`config.mk`:
```
export PLATFORM = sky130hd
export DESIGN_NAME = ecp5_phy_init_seq
export DESIGN_NICKNAME = d
export VERILOG_FILES = /design/src/rtl/gram_phy_init_pkg.sv /design/src/rtl/phy_init_timer.sv /design/src/rtl/ecp5_phy_init_seq.sv
export SDC_FILE = /design/constraint.sdc
export NUM_CORES = 1
export LEC_CHECK = 0
export CORE_UTILIZATION = 54
export CTS_BUF_LIST = sky130_fd_sc_hd__clkbuf_4 sky130_fd_sc_hd__clkbuf_8
export DETAILED_ROUTE_END_ITERATION = 7
export GPL_TIMING_DRIVEN = 0
export PLACE_DENSITY = 0.78
export SETUP_SLACK_MARGIN = 0.05
export SYNTH_ARGS = -nofsm -noshare
export SYNTH_HDL_FRONTEND = slang
export SYNTH_SLANG_ARGS = --single-unit
```
`constraint.sdc`:
```
create_clock -name clkin -period 1.7 [get_ports clkin]
set_input_delay 0.34 -clock clkin [delete_from_list [all_inputs] [get_ports clkin]]
set_output_delay 0.34 -clock clkin [all_outputs]
set_load 0.01 [all_outputs]
```
`src/rtl/gram_phy_init_pkg.sv`:
```
// rtl/gram_phy_init_pkg.sv - shared state encoding, timing defaults and counter sizing for the ECP5 PHY init sequencer.
package gram_phy_init_pkg;

  typedef enum logic [3:0] {
    IDLE      = 4'd0,
    FREEZE    = 4'd1,
    STOP      = 4'd2,
    RESET     = 4'd3,
    WAIT_LOCK = 4'd4,
    UNSTOP    = 4'd5,
    UNFREEZE  = 4'd6,
    UPDATE    = 4'd7,
    PAUSE_REL = 4'd8,
    DONE      = 4'd9,
    ERROR     = 4'd10
  } phy_init_state_e;

  localparam int DEF_CYC_STEP     = 8;
  localparam int DEF_UPDATE_CYC   = 4;
  localparam int DEF_LOCK_STABLE  = 4;
  localparam int DEF_LOCK_TIMEOUT = 1024;

  // One width fits every counter so the shared timer can hold any load value.
  function automatic int cnt_width(input int a, input int b, input int c, input int d);
    int m;
    m = a;
    if (b > m) m = b;
    if (c > m) m = c;
    if (d > m) m = d;
    return $clog2(m) + 1;
  endfunction

endpackage

```
`src/rtl/phy_init_timer.sv`:
```
// rtl/phy_init_timer.sv - loadable down-counter that paces every timed step of the init sequence.
module phy_init_timer #(
  parameter int W = 4
) (
  input  logic         clkin,
  input  logic         rst_n,
  input  logic         load,
  input  logic [W-1:0] load_val,
  output logic [W-1:0] value,
  output logic         zero
);

  logic [W-1:0] value_q;
  logic [W-1:0] value_d;

  always_comb begin
    value_d = value_q;
    if (load) begin
      value_d = load_val;
    end else if (value_q != '0) begin
      value_d = value_q - W'(1);
    end
  end

  always_ff @(posedge clkin) begin
    if (!rst_n) begin
      value_q <= '0;
    end else begin
      value_q <= value_d;
    end
  end

  assign value = value_q;
  assign zero  = (value_q == '0);

endmodule

```
`src/rtl/ecp5_phy_init_seq.sv`:
```
// rtl/ecp5_phy_init_seq.sv - ECP5 DDR clock start-up handshake and DQS update server.
// Optional WAIT_LOCK timeout to an ERROR state: PHY_INIT_LOCK_TIMEOUT_EN.
module ecp5_phy_init_seq
  import gram_phy_init_pkg::*;
#(
  parameter int CYC_STEP     = DEF_CYC_STEP,
  parameter int UPDATE_CYC   = DEF_UPDATE_CYC,
  parameter int LOCK_STABLE  = DEF_LOCK_STABLE,
  parameter int LOCK_TIMEOUT = DEF_LOCK_TIMEOUT
) (
  input  logic clkin,
  input  logic rst_n,
  input  logic init_req,
  input  logic update_req,
  input  logic dll_lock,
  output logic freeze,
  output logic stop,
  output logic ddr_rst,
  output logic pause,
  output logic uddcntln,
  output logic ready,
  output logic error
);

  localparam int CW = cnt_width(CYC_STEP, UPDATE_CYC, LOCK_STABLE, LOCK_TIMEOUT);
  localparam logic [CW-1:0] STEP_LD   = CW'(CYC_STEP - 1);
  localparam logic [CW-1:0] UPD_LD    = CW'(UPDATE_CYC - 1);
  localparam logic [CW-1:0] LOCK_LAST = CW'(LOCK_STABLE - 1);
`ifdef PHY_INIT_LOCK_TIMEOUT_EN
  localparam logic [CW-1:0] TMO_LD    = CW'(LOCK_TIMEOUT - 1);
`endif

  phy_init_state_e state_q, state_d;
  logic [CW-1:0]   lock_cnt_q, lock_cnt_d;
  logic            init_req_q, init_req_d;
  logic            init_edge;
  logic            tmr_load;
  logic [CW-1:0]   tmr_ld_val;
  logic [CW-1:0]   tmr_value;
  logic            tmr_zero;

  phy_init_timer #(.W(CW)) u_timer (
    .clkin    (clkin),
    .rst_n    (rst_n),
    .load     (tmr_load),
    .load_val (tmr_ld_val),
    .value    (tmr_value),
    .zero     (tmr_zero)
  );

  assign init_edge = init_req & ~init_req_q;

  always_comb begin
    state_d    = state_q;
    init_req_d = init_req;
    lock_cnt_d = '0;
    tmr_load   = 1'b0;
    tmr_ld_val = STEP_LD;
    case (state_q)
      IDLE: begin
        if (init_edge) begin
          state_d  = FREEZE;
          tmr_load = 1'b1;
        end
      end
      FREEZE: begin
        if (tmr_zero) begin
          state_d  = STOP;
          tmr_load = 1'b1;
        end
      end
      STOP: begin
        if (tmr_zero) begin
          state_d  = RESET;
          tmr_load = 1'b1;
        end
      end
      RESET: begin
        if (tmr_zero) begin
          state_d = WAIT_LOCK;
`ifdef PHY_INIT_LOCK_TIMEOUT_EN
          tmr_load   = 1'b1;
          tmr_ld_val = TMO_LD;
`endif
        end
      end
      WAIT_LOCK: begin
        // Exit on the cycle whose sample completes the run of consecutive lock highs.
        if (dll_lock && (lock_cnt_q == LOCK_LAST)) begin
          state_d  = UNSTOP;
          tmr_load = 1'b1;
        end else begin
          lock_cnt_d = dll_lock ? (lock_cnt_q + CW'(1)) : '0;
`ifdef PHY_INIT_LOCK_TIMEOUT_EN
          if (tmr_zero) begin
            state_d = ERROR;
          end
`endif
        end
      end
      UNSTOP: begin
        if (tmr_zero) begin
          state_d  = UNFREEZE;
          tmr_load = 1'b1;
        end
      end
      UNFREEZE: begin
        if (tmr_zero) begin
          state_d    = UPDATE;
          tmr_load   = 1'b1;
          tmr_ld_val = UPD_LD;
        end
      end
      UPDATE: begin
        if (tmr_zero) begin
          state_d  = PAUSE_REL;
          tmr_load = 1'b1;
        end
      end
      PAUSE_REL: begin
        if (tmr_zero) begin
          state_d = DONE;
        end
      end
      DONE: begin
        if (init_edge) begin
          state_d  = FREEZE;
          tmr_load = 1'b1;
        end else if (update_req) begin
          state_d    = UPDATE;
          tmr_load   = 1'b1;
          tmr_ld_val = UPD_LD;
        end
      end
`ifdef PHY_INIT_LOCK_TIMEOUT_EN
      ERROR: begin
        if (init_edge) begin
          state_d  = FREEZE;
          tmr_load = 1'b1;
        end
      end
`endif
      default: begin
        state_d = IDLE;
      end
    endcase
  end

  always_ff @(posedge clkin) begin
    if (!rst_n) begin
      state_q    <= IDLE;
      lock_cnt_q <= '0;
      init_req_q <= 1'b0;
    end else begin
      state_q    <= state_d;
      lock_cnt_q <= lock_cnt_d;
      init_req_q <= init_req_d;
    end
  end

  always_comb begin
    freeze   = 1'b0;
    stop     = 1'b0;
    ddr_rst  = 1'b0;
    pause    = 1'b0;
    uddcntln = 1'b1;
    ready    = 1'b0;
    error    = 1'b0;
    case (state_q)
      FREEZE:    freeze = 1'b1;
      STOP: begin
        freeze = 1'b1;
        stop   = 1'b1;
      end
      RESET: begin
        freeze  = 1'b1;
        stop    = 1'b1;
        ddr_rst = 1'b1;
      end
      WAIT_LOCK: begin
        freeze = 1'b1;
        stop   = 1'b1;
      end
      UNSTOP:    freeze = 1'b1;
      UPDATE: begin
        pause    = 1'b1;
        uddcntln = 1'b0;
      end
      PAUSE_REL: pause = 1'b1;
      DONE:      ready = 1'b1;
`ifdef PHY_INIT_LOCK_TIMEOUT_EN
      ERROR:     error = 1'b1;
`endif
      default: begin
        freeze = 1'b0;
      end
    endcase
  end

  a_timer_zero_consistent: assert property (@(posedge clkin) tmr_zero == (tmr_value == '0));

endmodule

```
==> metrics.txt <==
post-route non-filler standard cell count=268; crit path kind=reg2out; Pint=2.12 mW; Ports=12; core area=2760 um^2; post-route antenna net violation count=0; largest net degree at the start of global routing=17; die height=55.9 um; Avg Synthesized Cell Area=8.61 um^2; Max Fanout on Critical Path=7; clock-pin slew on the worst setup and hold paths=0.17 ns; drt wl/cell=22.3 um; Crit path largest cell delay=0.40 ns; Yosys top cell by area=dfxtp_1; top-count cell post-synth=dfxtp_1; H-tree depth=1; Post-route DRC=0; WL final=5.97 mm; LEAKAGE=0.880 nW; sw frac=43.4%; Root Buffer=clkbuf_4; Synth area leaders=dfxtp_1 34%, xnor2_1 6.7%, nor3_1 4.5%, nor2_1 4.1%, mux2i_1 3.2%; Setup violations, final=17; Inst Count DP=223; Power Density=1550 nW/um^2; f_max=532 MHz; Via density=6.63; CP Capture Type=primary output; DIE AREA=3120 um^2; Fin. Hold Viols=0; initial antenna violation count=0; Startpoint Class=flop; sequential-to-total area share from yosys stat=34.5%; Synth top area share=34.5%; Die Wd=55.9 um; # rows=19; Comb pwr share=67.6%; failing checks=setup timing; Initial Util=56.9%; clock network fraction of total power=8.4%; Commonest cells post-synth=27 x dfxtp_1, 17 x nor2_1, 14 x nor3_1; switching pwr=1.63 mW; outcome=finished, violations left; Syn Nets=189; RSZ-0062 raised after global routing=true; CTS sink count=27; layout cells sized above 1=48.9%; Fin Clk Skew=0.00923 ns; CP delay by family, top=buffers and inverters; CTS tree=built; first-pass GRT wire length=7.16 mm; IO buf count=10; arrival time worst endpoint=1.54 ns; total gr overflow=0; fin crit share=111%; n_diodes=0; Peak VDD IR=1.61 mV; Initial DRC Count=162; crit-path cells=buf_4, buf_8, buf_4, nor3_4, a211oi_2, buf_2; Yosys reg bits=27; Unique masters post-synth=52; DRT Pass-1 Iters=7; minimum clock period=1.88 ns; slowest stage cell, crit path=dfxtp_4; Via Count=1776; clk_lat worst skew=0.35 ns; Most Frequent Cell on Critical Path=buf_4; Netlist Area Pre-Place=1570 um^2; Ys Warns=0; cell count after synthesis=182; Slew HR=63.1%; Min Hold Slack=0.454 ns; Post-synth EDFFs=0; Buffers & Inverters on Critical Path=4; Area growth syn-to-layout=54.6%; Max Cap Viol=0; WP data required=1.36 ns; ys flop type=dfxtp_1; worst slew pin tran=0.554 ns; fin. max-slew vios=0; final setup margin=-0.179 ns; async set or reset register ratio after synthesis=0%; vias in the first global route=1625; Hold Path Class=reg2reg; GPL Wtd Cong=0.845; Bufs on Longest Clock Path=2; post-detail-place hpwl=2.29 mm; nets@finish=245; TritonCTS Buffers=3; Tot GR Track Use=29.0%; Flop pwr share=24.0%; Final Power=3.75 mW
[cells in the final DEF (no fill, tap or decap), drive strengths merged, types with 3 or more instances in the layout]
master	instances
nand2b	4
nand3	6
buf	53
xor2	5
nor2b	3
or2	4
nand4	6
or3	3
nor2	17
inv	6
clkbuf	8
a21oi	3
xnor2	12
dfxtp	27
mux2i	5
nor4b	4
a311oi	3
a211oi	5
clkdlybuf4s50	4
nand2	12
nor3	15
[per-layer routing]
metal  GRT usage [%]  wire length, um  vias up
li1                -                -      772
met1            33.5             2230      864
met2            52.3             2970      113
met3            4.65              486       27
met4            13.2              288        0
met5               0                0        -
[flip-flops by register name (all words and copies together) (netlist names)]
| register | cells |
|---|---|
| u_timer.value | 11 |
| init_req_q | 1 |
| lock_cnt_q | 11 |
| state_q | 4 |
[metrics by stage]
| stage | TNS, ns | utilization, % | cell area [um^2] | worst slack, ns |
|---|---|---|---|---|
| 4_1_cts | -0.253 | 76.4 | 2110 | -0.119 |
| 6_report | -1.60 | 87.9 | 2420 | -0.179 |
| 3_5_place_dp | -7.77 | 62.5 | 1720 | -0.378 |
| 3_3_place_gp | -6.38 | 62.5 | 1720 | -0.361 |
| 5_1_grt | -2.46 | 87.9 | 2420 | -0.270 |
| 2_1_floorplan | 0 | - | 1580 | 0.00517 |
[cells by family after synthesis]
group                    count (synthesis)  synth area share (%)
flip-flops                              27                  34.5
XOR/XNOR                                17                  9.50
other                                    1                 0.239
AO/OA/AOI/OAI                           26                  14.0
multiplexers                             5                  3.19
buffers and inverters                   17                  4.63
AND/OR/NAND/NOR                         87                  32.4
adder cells (fa/ha/maj)                  2                  1.60
[power by group through the flow]
stage          combinational, mW  clock, mW  sequential [mW]
6_report                    2.54      0.314            0.901
5_1_grt                     2.66      0.343            0.905
4_1_cts                     1.85      0.295            0.870
3_5_place_dp                1.29          0            0.861
3_3_place_gp                1.24          0            0.853
2_1_floorplan               1.04          0            0.838
[final cells by class]
class	count	area, um^2
timing repair buffer	52	425
clock buffer	3	22.5
sequential	27	557
fill	137	334
inverter	6	25.0
buffer	10	92.6
multi-input combinational	138	1250
tap	31	38.8
clock inverter	1	7.51
[path summary, 6_finish.rpt]
check | startpoint | to | depth (start not counted) | slack [ns]
setup reg to reg | state_q[3]$_SDFFE_PN0P_ | state_q[0]$_SDFFE_PN0P_ | 6 | -0.14
hold reg to reg | lock_cnt_q[0]$_SDFF_PP0_ | lock_cnt_q[0]$_SDFF_PP0_ | 1 | 0.45
setup / recovery | state_q[0]$_SDFFE_PN0P_ | freeze | 6 | -0.18
hold / removal | lock_cnt_q[0]$_SDFF_PP0_ | lock_cnt_q[0]$_SDFF_PP0_ | 1 | 0.45
[repair_timing]
action / in CTS / in global routing
hold endpoints to repair: 0 / 0
pin swaps: 14 / 21
hold buffers: 0 / 0
setup buffers: 23 / 19
cloned: 0 / 0
setup endpoints to repair: 31 / 31
resized for setup: 77 / 37
No activity file was read; power rests on OpenSTA's default activity.
